==> src/rtl/lsu_mem_responder_if.sv <==
// Request/response handshake and word-wide data-memory port of the LSU memory responder.
// The slave modport is the responder; the master modport is the LSU plus data RAM side.
interface lsu_mem_responder_if;
    logic        req_valid;
    logic        req_ready;
    logic        req_is_load;
    logic        req_zero_ext;
    logic [1:0]  req_size;
    logic [31:0] req_addr;
    logic [31:0] req_wdata;

    logic        resp_valid;
    logic        resp_ready;
    logic [31:0] resp_rdata;
    logic        resp_err;

    logic        mem_en;
    logic        mem_we;
    logic [3:0]  mem_be;
    logic [29:0] mem_addr;
    logic [31:0] mem_wdata;
    logic [31:0] mem_rdata;

    modport slave (
        input  req_valid, req_is_load, req_zero_ext, req_size, req_addr, req_wdata,
        output req_ready,
        output resp_valid, resp_rdata, resp_err,
        input  resp_ready,
        output mem_en, mem_we, mem_be, mem_addr, mem_wdata,
        input  mem_rdata
    );

    modport master (
        output req_valid, req_is_load, req_zero_ext, req_size, req_addr, req_wdata,
        input  req_ready,
        input  resp_valid, resp_rdata, resp_err,
        output resp_ready,
        input  mem_en, mem_we, mem_be, mem_addr, mem_wdata,
        output mem_rdata
    );
endinterface

==> src/rtl/lsu_mem_responder.sv <==
// LSU memory responder: one load/store at a time against a word-wide synchronous RAM
// with byte enables; misaligned or illegal-size requests answer with an error only.
module lsu_mem_responder #(
    parameter int MEM_LAT = 2
) (
    input  logic               clk,
    input  logic               rst_n,
    lsu_mem_responder_if.slave bus
);
    typedef enum logic [1:0] {IDLE, ACCESS, WAIT, RESP} state_e;

    state_e      state_q, state_d;
    logic [2:0]  cnt_q, cnt_d;
    logic        is_load_q, is_load_d;
    logic        zext_q, zext_d;
    logic [1:0]  size_q, size_d;
    logic [1:0]  off_q, off_d;
    logic        mem_en_q, mem_en_d;
    logic        mem_we_q, mem_we_d;
    logic [3:0]  mem_be_q, mem_be_d;
    logic [29:0] mem_addr_q, mem_addr_d;
    logic [31:0] mem_wdata_q, mem_wdata_d;
    logic [31:0] resp_rdata_q, resp_rdata_d;
    logic        resp_err_q, resp_err_d;

    function automatic logic is_illegal(input logic [1:0] size, input logic [1:0] off);
        case (size)
            2'b00:   is_illegal = 1'b0;
            2'b01:   is_illegal = off[0];
            2'b10:   is_illegal = (off != 2'b00);
            default: is_illegal = 1'b1;
        endcase
    endfunction

    function automatic logic [3:0] store_be(input logic [1:0] size, input logic [1:0] off);
        case (size)
            2'b00:   store_be = 4'b0001 << off;
            2'b01:   store_be = off[1] ? 4'b1100 : 4'b0011;
            default: store_be = 4'b1111;
        endcase
    endfunction

    function automatic logic [31:0] store_data(input logic [1:0] size, input logic [31:0] wd);
        case (size)
            2'b00:   store_data = {4{wd[7:0]}};
            2'b01:   store_data = {2{wd[15:0]}};
            default: store_data = wd;
        endcase
    endfunction

    // Lane select plus sign/zero extension of the returned RAM word.
    function automatic logic [31:0] extract(input logic [31:0] rd, input logic [1:0] size,
                                            input logic [1:0] off, input logic zext);
        logic [7:0]  b;
        logic [15:0] h;
        case (off)
            2'd0:    b = rd[7:0];
            2'd1:    b = rd[15:8];
            2'd2:    b = rd[23:16];
            default: b = rd[31:24];
        endcase
        h = off[1] ? rd[31:16] : rd[15:0];
        case (size)
            2'b00:   extract = {{24{b[7] & ~zext}}, b};
            2'b01:   extract = {{16{h[15] & ~zext}}, h};
            default: extract = rd;
        endcase
    endfunction

    always_comb begin
        state_d      = state_q;
        cnt_d        = cnt_q;
        is_load_d    = is_load_q;
        zext_d       = zext_q;
        size_d       = size_q;
        off_d        = off_q;
        mem_en_d     = 1'b0;
        mem_we_d     = 1'b0;
        mem_be_d     = 4'b0000;
        mem_addr_d   = mem_addr_q;
        mem_wdata_d  = mem_wdata_q;
        resp_rdata_d = resp_rdata_q;
        resp_err_d   = resp_err_q;

        case (state_q)
            IDLE: begin
                if (bus.req_valid) begin
                    is_load_d = bus.req_is_load;
                    zext_d    = bus.req_zero_ext;
                    size_d    = bus.req_size;
                    off_d     = bus.req_addr[1:0];
                    if (is_illegal(bus.req_size, bus.req_addr[1:0])) begin
                        state_d      = RESP;
                        resp_rdata_d = '0;
                        resp_err_d   = 1'b1;
                    end else begin
                        // Memory strobes are registered, so they are set up here to appear in ACCESS.
                        state_d    = ACCESS;
                        mem_en_d   = 1'b1;
                        mem_we_d   = !bus.req_is_load;
                        mem_be_d   = bus.req_is_load ? 4'b1111
                                                     : store_be(bus.req_size, bus.req_addr[1:0]);
                        mem_addr_d = bus.req_addr[31:2];
                        if (!bus.req_is_load) begin
                            mem_wdata_d = store_data(bus.req_size, bus.req_wdata);
                        end
                    end
                end
            end
            ACCESS: begin
                if (is_load_q) begin
                    state_d = WAIT;
                    cnt_d   = 3'(MEM_LAT - 1);
                end else begin
                    state_d      = RESP;
                    resp_rdata_d = '0;
                    resp_err_d   = 1'b0;
                end
            end
            WAIT: begin
                if (cnt_q == 3'd0) begin
                    state_d      = RESP;
                    resp_rdata_d = extract(bus.mem_rdata, size_q, off_q, zext_q);
                    resp_err_d   = 1'b0;
                end else begin
                    cnt_d = cnt_q - 3'd1;
                end
            end
            RESP: begin
                if (bus.resp_ready) begin
                    state_d = IDLE;
                end
            end
            default: state_d = IDLE;
        endcase
    end

    always_ff @(posedge clk or negedge rst_n) begin
        if (!rst_n) begin
            state_q      <= IDLE;
            cnt_q        <= 3'd0;
            is_load_q    <= 1'b0;
            zext_q       <= 1'b0;
            size_q       <= 2'b00;
            off_q        <= 2'b00;
            mem_en_q     <= 1'b0;
            mem_we_q     <= 1'b0;
            mem_be_q     <= 4'b0000;
            mem_addr_q   <= '0;
            mem_wdata_q  <= '0;
            resp_rdata_q <= '0;
            resp_err_q   <= 1'b0;
        end else begin
            state_q      <= state_d;
            cnt_q        <= cnt_d;
            is_load_q    <= is_load_d;
            zext_q       <= zext_d;
            size_q       <= size_d;
            off_q        <= off_d;
            mem_en_q     <= mem_en_d;
            mem_we_q     <= mem_we_d;
            mem_be_q     <= mem_be_d;
            mem_addr_q   <= mem_addr_d;
            mem_wdata_q  <= mem_wdata_d;
            resp_rdata_q <= resp_rdata_d;
            resp_err_q   <= resp_err_d;
        end
    end

    assign bus.req_ready  = (state_q == IDLE);
    assign bus.resp_valid = (state_q == RESP);
    assign bus.resp_rdata = resp_rdata_q;
    assign bus.resp_err   = resp_err_q;
    assign bus.mem_en     = mem_en_q;
    assign bus.mem_we     = mem_we_q;
    assign bus.mem_be     = mem_be_q;
    assign bus.mem_addr   = mem_addr_q;
    assign bus.mem_wdata  = mem_wdata_q;
endmodule

==> src/flat_wrapper.sv <==
// flat-port wrapper written by rule: the top's interface ports become plain ports
module lsu_mem_responder_flat 
#(
    parameter int MEM_LAT = 2
)
  (clk, rst_n, bus_req_valid, bus_req_is_load, bus_req_zero_ext, bus_req_size, bus_req_addr, bus_req_wdata, bus_req_ready, bus_resp_valid, bus_resp_rdata, bus_resp_err, bus_resp_ready, bus_mem_en, bus_mem_we, bus_mem_be, bus_mem_addr, bus_mem_wdata, bus_mem_rdata);
  lsu_mem_responder_if bus_i ();
  input  logic clk;
  input  logic rst_n;
  input wire logic [$bits(bus_i.req_valid)-1:0] bus_req_valid;
  input wire logic [$bits(bus_i.req_is_load)-1:0] bus_req_is_load;
  input wire logic [$bits(bus_i.req_zero_ext)-1:0] bus_req_zero_ext;
  input wire logic [$bits(bus_i.req_size)-1:0] bus_req_size;
  input wire logic [$bits(bus_i.req_addr)-1:0] bus_req_addr;
  input wire logic [$bits(bus_i.req_wdata)-1:0] bus_req_wdata;
  output wire logic [$bits(bus_i.req_ready)-1:0] bus_req_ready;
  output wire logic [$bits(bus_i.resp_valid)-1:0] bus_resp_valid;
  output wire logic [$bits(bus_i.resp_rdata)-1:0] bus_resp_rdata;
  output wire logic [$bits(bus_i.resp_err)-1:0] bus_resp_err;
  input wire logic [$bits(bus_i.resp_ready)-1:0] bus_resp_ready;
  output wire logic [$bits(bus_i.mem_en)-1:0] bus_mem_en;
  output wire logic [$bits(bus_i.mem_we)-1:0] bus_mem_we;
  output wire logic [$bits(bus_i.mem_be)-1:0] bus_mem_be;
  output wire logic [$bits(bus_i.mem_addr)-1:0] bus_mem_addr;
  output wire logic [$bits(bus_i.mem_wdata)-1:0] bus_mem_wdata;
  input wire logic [$bits(bus_i.mem_rdata)-1:0] bus_mem_rdata;
  assign bus_i.req_valid = bus_req_valid;
  assign bus_i.req_is_load = bus_req_is_load;
  assign bus_i.req_zero_ext = bus_req_zero_ext;
  assign bus_i.req_size = bus_req_size;
  assign bus_i.req_addr = bus_req_addr;
  assign bus_i.req_wdata = bus_req_wdata;
  assign bus_req_ready = bus_i.req_ready;
  assign bus_resp_valid = bus_i.resp_valid;
  assign bus_resp_rdata = bus_i.resp_rdata;
  assign bus_resp_err = bus_i.resp_err;
  assign bus_i.resp_ready = bus_resp_ready;
  assign bus_mem_en = bus_i.mem_en;
  assign bus_mem_we = bus_i.mem_we;
  assign bus_mem_be = bus_i.mem_be;
  assign bus_mem_addr = bus_i.mem_addr;
  assign bus_mem_wdata = bus_i.mem_wdata;
  assign bus_i.mem_rdata = bus_mem_rdata;
  lsu_mem_responder #(.MEM_LAT(MEM_LAT)) u_core (.clk(clk), .rst_n(rst_n), .bus(bus_i));
endmodule
==> config.mk <==
export PLATFORM = sky130hd
export DESIGN_NAME = lsu_mem_responder_flat
export DESIGN_NICKNAME = d
export VERILOG_FILES = /design/src/rtl/lsu_mem_responder_if.sv /design/src/rtl/lsu_mem_responder.sv /design/src/flat_wrapper.sv
export SDC_FILE = /design/constraint.sdc
export NUM_CORES = 1
export LEC_CHECK = 0
export CORE_UTILIZATION = 45
export DETAILED_ROUTE_END_ITERATION = 10
export GPL_ROUTABILITY_DRIVEN = 0
export PLACE_DENSITY = 0.91
export REMOVE_ABC_BUFFERS = 1
export SYNTH_ARGS = -nofsm -noshare
export SYNTH_HDL_FRONTEND = slang
export SYNTH_SLANG_ARGS = --single-unit
export TNS_END_PERCENT = 50
==> constraint.sdc <==
create_clock -name clk -period 2.35 [get_ports clk]
set_clock_uncertainty 0.2 [all_clocks]
set_input_delay 0.47 -clock clk [delete_from_list [all_inputs] [get_ports clk]]
set_output_delay 0.47 -clock clk [all_outputs]
set_load 0.02 [all_outputs]
Word-level counts from Yosys, hierarchy flattened
Cells that the tools add are included.
{ "op_classes": {"addsub": 1, "eq_ne": 15, "n_shift": 1, "mux": 40, "bitwise": 5, "n_reduce_logical": 15} }
{ "ops": {"columns": ["operator", "n"], "rows": [
  ["$mux 32", 4],
  ["$pmux 32 s2", 2],
  ["$pmux 32 s3", 1],
  ["$pmux 8 s3", 1],
  ["$mux 4", 5],
  ["$mux 16", 1],
  ["$mux 8", 2],
  ["$mux 1", 13],
  ["$reduce_and 3->1", 3],
  ["$eq 2x1->1 const B", 4],
  ["$eq 2x2->1 const B", 4],
  ["$logic_not 2->1", 4],
  ["$mux 2", 4],
  ["$ne 2x1->1 const B", 4],
  ["$pmux 2 s4", 1],
  ["$pmux 4 s2", 1],
  ["$mux 3", 2],
  ["$ne 2x2->1 const B", 3],
  ["$pmux 1 s3", 2],
  ["$pmux 3 s2", 1],
  ["$reduce_and 5->1", 1],
  ["$reduce_and 4->1", 1],
  ["$reduce_bool 2->1", 2],
  ["$shl 1x2->4 const A", 1],
  ["7 further kinds", 10]
]} }
{ "word_totals": {"regBits": 112} }

Logic depth before layout (Yosys ltp)
Gate-level depths: netlist of run 1.
{ "logic_depth": {"word_depth": 8, "mapped_depth": 8, "ltp_nobuf": 6} }

Least setup slack after synthesis of run 1
Ideal clock, no wire load.
{ "synth_timing": {"kind": "reg-to-reg", "startpoint": "register u_core.state_q[0]", "endpoint": "register u_core.resp_rdata_q[11] (netlist: u_core.bus.resp_rdata[11])", "setup_time_ps": 90, "arrival_ps": 1980, "required_time_ps": 2060, "path_slack_ps": 80, "path_stages_with_launch": 9, "path_buffers": 2, "cell_sequence": "dfrtp_1 inv_1 ha_1 nor2b_1 a211o_1 or2_1 buf_2 buf_6 o31ai_4"} }
{ "synth_via": {"elab_chain_cells": 3, "word_cells_on_any_way": 10, "cone_classes": "eq/ne (6); mux (1); reduce/logical (3)"} }
{ "synth_rtl": {"columns": ["item", "line", "source"], "rows": [
  ["start: declaration", "lsu_mem_responder.sv:12", "state_e state_q, state_d;"],
  ["start signal: assignment", "lsu_mem_responder.sv:154", "state_q <= state_d;"],
  ["$logic_not 2->1 *", null, null],
  ["net bus_req_ready", "flat_wrapper.sv:16", "output wire logic [$bits(bus_i.req_ready)-1:0] bus_req_ready;"],
  ["$ne 2x1->1 (no line), or another cell as far along", null, null],
  ["$reduce_and 5->1 (no line)", null, null],
  ["end signal: assignment", "lsu_mem_responder.sv:165", "resp_rdata_q <= resp_rdata_d;"],
  ["end: declaration", "lsu_mem_responder.sv:23", "logic [31:0] resp_rdata_q, resp_rdata_d;"]
]} }
The timed path passes the listed nets; every way through them passes the cells marked *.
A chain may end at the register's enable or synchronous reset.

Worst setup path after layout of run 1
{ "layout_timing": {"startpoint": "register u_core.state_q[0]", "endpoint": "register u_core.resp_rdata_q[16] (netlist: u_core.bus.resp_rdata[16])"} }
{ "layout_via": {"elab_chain_cells": 3, "word_cells_on_any_way": 10, "cone_classes": "eq/ne (6); mux (1); reduce/logical (3)"} }
{ "layout_rtl": {"columns": ["item", "line", "source"], "rows": [
  ["$eq 2x1->1, or another cell as far along", "lsu_mem_responder.sv:85", "case (state_q)"],
  ["$ne 2x2->1 (no line), or another cell as far along", null, null],
  ["$reduce_and 5->1 (no line)", null, null]
]} }
Parallel ways exist; a longest one is shown, timed or not.

==> impl_metrics.py, run 1 <==
metrics = {
    "die": {
        "die_area_um2": 12700,
        "start_util": 0.461,
        "fp.dieW_um": 113,
        "die_h_um": 113,
        "io_pins": 207,
        "rows": 40,
        "core-area_um2": 12000,
    },
    "yosys": {
        "synth_flop_cell": "dfrtp_1",
        "netlist_area_um2": 5540,
        "ys_ff_latch": 112,
        "yosysWarnings": 0,
        "yosysSeqAreaShare": 0.506,
        "synth_cell_types": 38,
        "synth-edff-count": 0,
        "syn_inst": 477,
        "synthArstFlopShare": 1.00,
        "postSynthAreaPerCell_um2": 11.6,
    },
    "clock_tree": {
        "cts-htree-levels": 3,
        "clkSinkCount": 112,
        "clk_pin_slew_ns": 0.08,
        "ctsRootBufferMaster": "clkbuf_16",
        "clk_path_buf_depth": 2,
        "insertion_delay_ns": 0.35,
        "cts_tree": "yes",
        "numCtsBuffers": 9,
    },
    "sta": {
        "finalCritPeriodShare": 0.962,
        "setup_violations": 0,
        "relSlewSlack": 0.320,
        "slew_violations": 0,
        "timing.final.hold_violations": 0,
        "worstMarginPinSlew_ns": 1.02,
        "rsz0062_at_grt": "no",
        "fmax_mhz": 442,
        "fin_crit_ns": 2.26,
    },
    "finish": {
        "layout-drive-gt1-share": 0.139,
        "multiInputGateArea_um2": 2450,
        "fin_cells": 843,
        "stdcell_area_um2": 8160,
        "mostFrequentLayoutCell": "clkdlybuf4s50_1",
        "fill_cells": 876,
        "most-common-layout-cells": "clkdlybuf4s50_1, dfrtp_1, o21ai_0",
        "diodes": 0,
        "area_growth_pct": 47.5,
        "num-nets-final": 801,
        "ff_latch_area_um2": 2800,
    },
    "global_route": {
        "overflow": 0,
        "grt_max_degree": 53,
        "grt_antenna_before_repair": 0,
        "grt_first_pass_wirelength_um": 24900,
        "track_usage": 0.251,
        "grt_pass1_vias": 4891,
    },
    "setup_path": {
        "critPathKind": "flip-flop to flip-flop",
        "r2r_setup_slack_ns": 0.09,
        "rr_worst_depth": 7,
        "path_cells": "inv_1 -> ha_1 -> nor2b_1 -> a211o_1 -> or3_1 -> buf_4 -> o2bb2ai_1",
        "crit_slowest_cell": "dfrtp_1",
        "critPathLaunchType": "flip-flop",
        "slowest_delay_ns": 0.41,
        "worstPathRequired_ns": 2.41,
        "cp_data_arrival_time_ns": 2.32,
        "path_max_fanout": 17,
        "cp-end-kind": "flip-flop",
        "rr_endpoint": "u_core.bus.resp_rdata[16]",
        "timing.rr.start": "u_core.state_q[0]",
    },
    "place": {
        "dp_cells": 826,
        "hpwl_um": 11700,
        "place_area_um2": 7820,
        "port_buffers": 206,
    },
    "hold_path": {
        "whs_path_depth": 1,
        "min_from": "u_core.bus.resp_rdata[28]",
        "worstHoldEndpoint": "u_core.bus.resp_rdata[28]",
        "hold_path.class": "flip-flop to flip-flop",
    },
    "drt": {
        "drt_wl_total_um": 15700,
        "initialDrtViolationCount": 274,
        "drt_first_pass_iters": 5,
        "vias_per_cell": 5.57,
        "drc": 0,
        "final_antenna_net_count": 0,
        "vias": 4695,
        "wire_per_inst_um": 18.7,
    },
    "pwr": {
        "p_per_area_nw_per_um2": 1290,
        "pwr-share-comb": 0.535,
        "switching_share": 0.401,
        "p_leak_nw": 3.65,
        "p_seq_frac": 0.308,
        "p_int_mw": 6.31,
        "switchingPower_mw": 4.23,
        "vdd.ir_drop.worst_v": 0.000761,
        "power.share.clock": 0.157,
    },
    "flow_run": {
        "drv_cap": 0,
    },
    "run_status": {
        "outcome": "complete, no violations",
    },
}
[sequential cells by signal, summed over array words and instances, names as in the netlist]
name and count:
u_core.bus.mem_wdata 32, u_core.bus.resp_rdata 32, u_core.bus.mem_addr 30, u_core.bus.mem_be 4
u_core.cnt_q 3, u_core.off_q 2, u_core.size_q 2, u_core.state_q 2
u_core.bus.mem_en 1, u_core.bus.mem_we 1, u_core.bus.resp_err 1, u_core.is_load_q 1
u_core.zext_q 1
[timing repair]
item                                    CTS  global route
endpoints found under the setup margin    1             3
setup buffers                             0             0
gates resized for setup                   1             3
hold buffers                              1             0
hold endpoints to repair                 33             0
[metal layers]
metal	part of all wire	GRT usage	wire, um	up-vias
li1	-	-	-	2143
met1	0.38	0.292	5990	2284
met2	0.52	0.439	8190	224
met3	0.072	0.0670	1140	44
met4	0.027	0.106	422	0
met5	0	0	0	-
[area by class of cell]
type                            instances  area share
Sequential cell                       112       0.343
Multi-Input combinational cell        313       0.300
Timing Repair Buffer                  238       0.287
Clock buffer                           10      0.0293
Tap cell                              147      0.0225
Clock inverter                          6      0.0101
Inverter                               17     0.00782
[per-stage QoR]
| step | hold WS (ns) | util | setup WS (ns) | TNS [ns] | total power, mW |
|---|---|---|---|---|---|
| 6_report | 0.295 | 0.680 | 0.0890 | 0 | 10.5 |
| 5_1_grt | 0.309 | 0.680 | 0.00295 | 0 | 11.1 |
| 4_1_cts | 0.294 | 0.679 | 0.0264 | 0 | 10.5 |
| 3_5_place_dp | 0.260 | 0.651 | -0.212 | -8.86 | 8.84 |
| 3_3_place_gp | 0.253 | 0.651 | -0.110 | -5.98 | 8.57 |
| 2_1_floorplan | -0.0256 | - | -0.433 | -29.37 | 6.27 |
[how the worst max path moves through the flow]
stage / startpoint / endpoint / slack (ns) / cells after the start
global route: u_core.state_q[0] / u_core.bus.resp_rdata[16] / 0.003 / 7
floorplan: u_core.state_q[0] / u_core.bus.mem_wdata[7] / -0.43 / 5
detailed placement: bus_mem_rdata[23] / u_core.bus.resp_rdata[26] / -0.21 / 5
global placement: bus_req_size[0] / u_core.bus.resp_rdata[10] / -0.11 / 7
CTS: u_core.state_q[1] / bus_resp_valid / 0.03 / 2
finish: u_core.state_q[0] / u_core.bus.resp_rdata[16] / 0.09 / 7
[synth_stat cells (all sizes together), types with 2 or more instances]
library cell  number  area, um^2
a211o              2        17.5
a21o               4        30.0
a21oi             23         126
a221oi             2        17.5
a22o               2        17.5
a22oi             16         120
a31oi              2        12.5
buf               25         191
clkbuf            10        37.5
dfrtp            112        2800
ha                 6        75.1
inv               17        63.8
mux2              44         593
mux2i             39         390
nand2             32         120
nand2b             3        18.8
nor2              15        56.3
nor2b             10        62.6
o21ai             71         355
o21bai             2        15.0
o221ai             7        61.3
o22ai              2        12.5
o2bb2ai           17         149
o31ai              8         129
or3                2        17.5
[cell families (layout without fill, tap and decap cells)]
| logic type | count (synthesis) | in the layout | share of synthesized area |
|---|---|---|---|
| compound gates | 159 | 159 | 0.193 |
| mux | 84 | 84 | 0.182 |
| buf+inv | 52 | 271 | 0.0529 |
| fa+ha+maj | 6 | 6 | 0.0136 |
| simple gates | 64 | 64 | 0.0520 |
| flops | 112 | 112 | 0.506 |
[critical path: cells and delay by family, from the launching register on]
kind	cells	cell delay, ns
and+or+nand+nor	2	0.48
adders and majority gates	1	0.26
DFF	1	0.41
buffers and inverters	2	0.31
AOI/OAI and AO/OA	2	0.52
[power by group through the flow]
stage          clock [mW]  combinational (mW)  sequential (mW)
3_5_place_dp            0                5.59             3.26
4_1_cts              1.68                5.62             3.25
2_1_floorplan           0                2.28             4.00
3_3_place_gp            0                5.36             3.21
6_report             1.66                5.64             3.25
5_1_grt              1.75                5.97             3.34
No activity file was read; power rests on OpenSTA's default activity.
==> run 2: changes to the inputs <==
- CORE_MARGIN: default -> 2
==> run 2 against run 1 <==
Sequential power down 1%; power is 1.9% lower; non-clock buffer count decreased by 1; count of clock-buffer cells in the layout down 1; via count shrank 1.7%; critical path depth is 2 lower; final cell count fell by 0.12%; utilization shrank 0.13 points; fmax grew 1.8%; setup slack improved by 0.040 ns; first-iteration DRC count grew 34%; clock power fell by 11%; critical endpoint is now u_core.bus.resp_rdata[17]; largest power group unchanged; highest routed layer unchanged.
==> impl_metrics.py, run 2 (same netlist as run 1, synthesis figures left out) <==
metrics = {
    "run_status": {
        "outcome": "complete, no violations",
    },
    "die": {
        "die_area_um2": 13200,
        "start_util": 0.461,
        "rows": 40,
        "die_h_um": 115,
        "core-area_um2": 12000,
        "fp.dieW_um": 115,
        "io_pins": 207,
    },
    "finish": {
        "layout-drive-gt1-share": 0.137,
        "diodes": 0,
        "area_growth_pct": 47.2,
        "mostFrequentLayoutCell": "clkdlybuf4s50_1",
        "num-nets-final": 800,
        "stdcell_area_um2": 8150,
        "final_core_util": 0.678,
        "most-common-layout-cells": "clkdlybuf4s50_1, dfrtp_1, o21ai_0",
    },
    "setup_path": {
        "path_cells": "clkdlybuf4s50_1 -> mux2_2 -> mux4_2 -> a22oi_1 -> o2bb2ai_1",
        "path_max_fanout": 16,
        "worstPathRequired_ns": 2.38,
        "slowest_delay_ns": 0.64,
        "crit_buf_inv": 1,
        "rr_worst_depth": 7,
        "critPathLaunchType": "input pin",
        "cp-end-kind": "flip-flop",
        "worst-path-stages": 5,
        "critPathKind": "input pin to flip-flop",
        "crit_slowest_cell": "mux4_2",
        "cp_data_arrival_time_ns": 2.25,
        "path_delay_family": "multiplexers",
    },
    "place": {
        "pre_cts_slack_ns": -0.156,
        "place_area_um2": 7850,
        "port_buffers": 206,
        "hpwl_um": 11400,
    },
    "clock_tree": {
        "cts-htree-levels": 3,
        "insertion_delay_ns": 0.35,
        "clk_pin_slew_ns": 0.08,
        "postCtsSetupBuffers": 0,
        "clk_path_buf_depth": 2,
        "ctsRootBufferMaster": "clkbuf_16",
        "cts_tree": "yes",
        "numCtsBuffers": 9,
        "clkSinkCount": 112,
    },
    "drt": {
        "initialDrtViolationCount": 366,
        "vias": 4615,
        "drt_wl_total_um": 15500,
        "drt_first_pass_iters": 5,
        "wire_per_inst_um": 18.4,
        "drc": 0,
        "vias_per_cell": 5.48,
        "final_antenna_net_count": 0,
    },
    "flow_run": {
        "drv_cap": 0,
    },
    "global_route": {
        "overflow": 0,
        "track_usage": 0.238,
        "grt_max_degree": 50,
        "grt_antenna_before_repair": 0,
        "grt_first_pass_wirelength_um": 24700,
        "grt_pass1_vias": 4838,
    },
    "sta": {
        "setup_ws_ns": 0.129,
        "fin_tns_setup_ns": 0,
        "finalCritPeriodShare": 0.945,
        "fmax_mhz": 450,
        "slew_violations": 0,
        "setup_violations": 0,
        "fin_crit_ns": 2.22,
        "worstMarginPinSlew_ns": 1.05,
        "rsz0062_at_grt": "no",
        "relSlewSlack": 0.299,
        "timing.final.hold_violations": 0,
    },
    "pwr": {
        "p_per_area_nw_per_um2": 1270,
        "p_leak_nw": 3.63,
        "vdd.ir_drop.worst_v": 0.000671,
    },
    "hold_path": {
        "hold_path.class": "flip-flop to flip-flop",
        "whs_path_depth": 2,
    },
}
[run 2: changes by cell type in the layout (fill, tap and decap cells not counted), sizes merged]
cell | previous run | this run
bufinv | 2 | 0
inv | 17 | 19
buf | 32 | 31
clkbuf | 10 | 9
clkinv | 3 | 2
clkinvlp | 1 | 3
[run 2: final timing paths]
check,start,endpoint,slack (ns)
min in group asynchronous,rst_n,u_core.bus.resp_rdata[0],0.35
min,u_core.bus.mem_wdata[26],u_core.bus.mem_wdata[26],0.29
max in group asynchronous,rst_n,u_core.bus.mem_wdata[4],1.06
min reg2reg,u_core.bus.mem_wdata[26],u_core.bus.mem_wdata[26],0.29
max reg2reg,u_core.state_q[0],u_core.bus.resp_rdata[11],0.15
max,bus_mem_rdata[31],u_core.bus.resp_rdata[17],0.13
[run 2: stage by stage]
step | total power, mW | hold WS (ns) | instances
2_1_floorplan | 6.27 | -0.0256 | 442
3_3_place_gp | 8.62 | 0.165 | 825
3_5_place_dp | 8.85 | 0.173 | 825
4_1_cts | 10.4 | 0.294 | 842
5_1_grt | 11.0 | 0.312 | 842
6_report | 10.3 | 0.295 | 842
[run 2: worst register-to-register path: cells and delay by family (launching register included)]
family                   cells  cell delay, ns
AO/OA/AOI/OAI                2            0.53
adder cells (fa/ha/maj)      1            0.23
buffers and inverters        2            0.29
flip-flops                   1            0.42
AND/OR/NAND/NOR              2            0.44
[run 2: metal layers]
layer | share of wire | up-vias | track usage
li1 | - | 2147 | -
met4 | 0.021 | 0 | 0.0884
met2 | 0.50 | 208 | 0.409
met3 | 0.074 | 27 | 0.0590
met5 | 0 | - | 0
met1 | 0.40 | 2233 | 0.292
[run 2: where the power goes]
part	switching (mW)	total (mW)	internal [mW]
Sequential	0.525	3.21	2.69
Combinational	2.94	5.66	2.72
Clock	0.739	1.47	0.731
[run 2: what timing repair did]
item | in CTS | in global routing
hold buffers | 1 | 0
endpoints found under the setup margin | 1 | 4
hold endpoints to repair | 16 | 0
gates resized for setup | 1 | 2
pin swaps | 0 | 0
[run 2: final cells by class]
type / count / area (um^2)
multi-input cells: 313 / 2440
fillers: 859 / 3860
clock buffers: 9 / 225
inverters: 17 / 63.8
clock inverters: 7 / 56.3
repair buffers: 237 / 2370
well taps: 147 / 184
flip-flops and latches: 112 / 2800
==> run 3: changes to the inputs <==
- CORE_UTILIZATION: 45 -> 30
- PLACE_DENSITY: 0.91 -> 0.68
- SLEW_MARGIN: default -> 40
==> run 3 against run 2 <==
Setup slack got worse by 0.011 ns; utilization fell by 22 points; register-to-register slack got worse by 0.03 ns; sequential power barely moved; critical endpoint is now u_core.bus.resp_rdata[8].
==> impl_metrics.py, run 3 (same netlist as run 1, synthesis figures left out) <==
metrics = {
    "global_route": {
        "grt_pass1_vias": 4827,
        "track_usage": 0.165,
        "grt_max_degree": 58,
        "grt_antenna_before_repair": 0,
        "overflow": 0,
        "grt_first_pass_wirelength_um": 25700,
    },
    "drt": {
        "vias": 4592,
        "drt_wl_total_um": 16000,
        "initialDrtViolationCount": 175,
        "vias_per_cell": 4.95,
        "wl_met1_um": 6770,
        "drt_first_pass_iters": 4,
        "wire_per_inst_um": 17.2,
        "final_antenna_net_count": 0,
        "drc": 0,
        "wl_met3_um": 1270,
        "routed-wl-met2_um": 7680,
        "dr.max_layer_used": "met4",
    },
    "clock_tree": {
        "insertion_delay_ns": 0.35,
        "cts_tree": "yes",
        "cts-htree-levels": 3,
        "ctsRootBufferMaster": "clkbuf_16",
        "numCtsBuffers": 9,
        "clkSinkCount": 112,
        "clk_path_buf_depth": 2,
        "clk_pin_slew_ns": 0.08,
    },
    "finish": {
        "multiInputGateArea_um2": 2450,
        "layout-drive-gt1-share": 0.144,
        "num-nets-final": 804,
        "mostFrequentLayoutCell": "clkdlybuf4s50_1",
        "fill_cells": 1650,
        "ff_latch_area_um2": 2800,
        "most-common-layout-cells": "clkdlybuf4s50_1, dfrtp_1, o21ai_0",
        "stdcell_area_um2": 8280,
        "diodes": 0,
        "area_growth_pct": 49.5,
    },
    "die": {
        "io_pins": 207,
        "start_util": 0.307,
        "fp.dieW_um": 140,
        "rows": 49,
        "die_h_um": 140,
        "die_area_um2": 19600,
        "core-area_um2": 18000,
    },
    "setup_path": {
        "rr_endpoint": "u_core.bus.resp_rdata[8]",
        "cp_data_arrival_time_ns": 2.29,
        "crit_start": "u_core.state_q[0]",
        "rr_worst_depth": 7,
        "cp-end-kind": "flip-flop",
        "critPathKind": "flip-flop to flip-flop",
        "crit_buf_inv": 2,
        "timing.rr.start": "u_core.state_q[0]",
        "path_max_fanout": 25,
        "critPathLaunchType": "flip-flop",
        "worst-path-stages": 7,
        "crit_path_end": "u_core.bus.resp_rdata[8]",
        "path_delay_family": "compound AO/OA/AOI/OAI gates",
        "r2r_setup_slack_ns": 0.12,
        "worstPathRequired_ns": 2.41,
        "slowest_delay_ns": 0.42,
        "crit_slowest_cell": "dfrtp_1",
        "path_cells": "buf_4 -> ha_1 -> a21o_1 -> a211o_1 -> or2_1 -> buf_12 -> o31ai_1",
    },
    "pwr": {
        "p_leak_nw": 3.65,
        "p_int_mw": 6.19,
        "switchingPower_mw": 4.20,
        "power.share.clock": 0.145,
        "vdd.ir_drop.worst_v": 0.000693,
        "switching_share": 0.404,
        "pwr-share-comb": 0.546,
        "finalPower_mw": 10.4,
        "p_per_area_nw_per_um2": 1250,
        "p_seq_frac": 0.309,
    },
    "flow_run": {
        "drv_cap": 0,
    },
    "sta": {
        "fin_crit_ns": 2.23,
        "worstMarginPinSlew_ns": 0.608,
        "fmax_mhz": 448,
        "slew_violations": 0,
        "relSlewSlack": 0.594,
        "hold_slack_ns": 0.294,
        "fin_tns_setup_ns": 0,
        "finalCritPeriodShare": 0.950,
        "timing.final.hold_violations": 0,
        "setup_violations": 0,
    },
    "place": {
        "hpwl_um": 12000,
        "port_buffers": 206,
        "place_area_um2": 7970,
    },
    "hold_path": {
        "hold_path.class": "flip-flop to flip-flop",
    },
    "run_status": {
        "outcome": "complete, no violations",
    },
}
## run 3: cell count changes in the layout (fill, tap and decap cells not counted), sizes merged
| cell | previous run | this run |
|---|---|---|
| clkbuf | 9 | 11 |
| clkinvlp | 3 | 1 |
| buf | 31 | 35 |
## run 3: stage by stage
step / instances / setup WS [ns] / utilization
CTS: 927 / 0.0219 / 0.458
global route: 928 / -0.00440 / 0.459
floorplan: 442 / -0.433 / -
finish: 928 / 0.118 / 0.459
global placement: 910 / -0.165 / 0.442
detailed placement: 910 / -0.210 / 0.442
## run 3: power groups by stage
stage / Combinational, mW / Clock [mW] / Sequential, mW
4_1_cts: 5.69 / 1.55 / 3.22
5_1_grt: 6.13 / 1.63 / 3.32
3_5_place_dp: 5.68 / 0 / 3.22
6_report: 5.67 / 1.51 / 3.21
2_1_floorplan: 2.28 / 0 / 4.00
3_3_place_gp: 5.54 / 0 / 3.21
## run 3: per-layer routing
metal / vias to the layer above / global-route usage
li1: 2160 / -
met2: 165 / 0.270
met5: - / 0
met4: 0 / 0.0516
met1: 2252 / 0.206
met3: 15 / 0.0537
## run 3: worst min-delay path by stage
stage                                          from                   endpoint  slack, ns  cells after the start
after floorplan                               rst_n     u_core.bus.mem_addr[0]      -0.03                      0
after global placement                        rst_n   u_core.bus.mem_wdata[19]       0.19                      1
after detailed placement                      rst_n   u_core.bus.mem_wdata[19]       0.20                      1
after CTS                  u_core.bus.mem_wdata[15]   u_core.bus.mem_wdata[15]       0.30                      2
after global routing      u_core.bus.resp_rdata[28]  u_core.bus.resp_rdata[28]       0.31                      1
final                      u_core.bus.mem_wdata[15]   u_core.bus.mem_wdata[15]       0.29                      2
## run 3: layout make-up
cell class / instances / area share
flip-flops and latches: 112 / 0.339
multi-input cells: 313 / 0.297
repair buffers: 241 / 0.289
well taps: 229 / 0.0346
clock buffers: 11 / 0.0293
inverters: 17 / 0.00771
clock inverters: 5 / 0.00469
## run 3: worst reg2reg max path: stages, from the launching register on
cell and delay [ns]:
dfrtp_1 0.42, buf_4 0.15, ha_1 0.20, a21o_1 0.18, a211o_1 0.29, or2_1 0.28
buf_12 0.18, o31ai_1 0.25
## run 3: timing repair
item | CTS | global route
endpoints found under the setup margin | 1 | 18
setup buffers | 0 | 1
hold buffers | 1 | 0
gates resized for setup | 1 | 3
endpoints found under the hold margin | 20 | 0
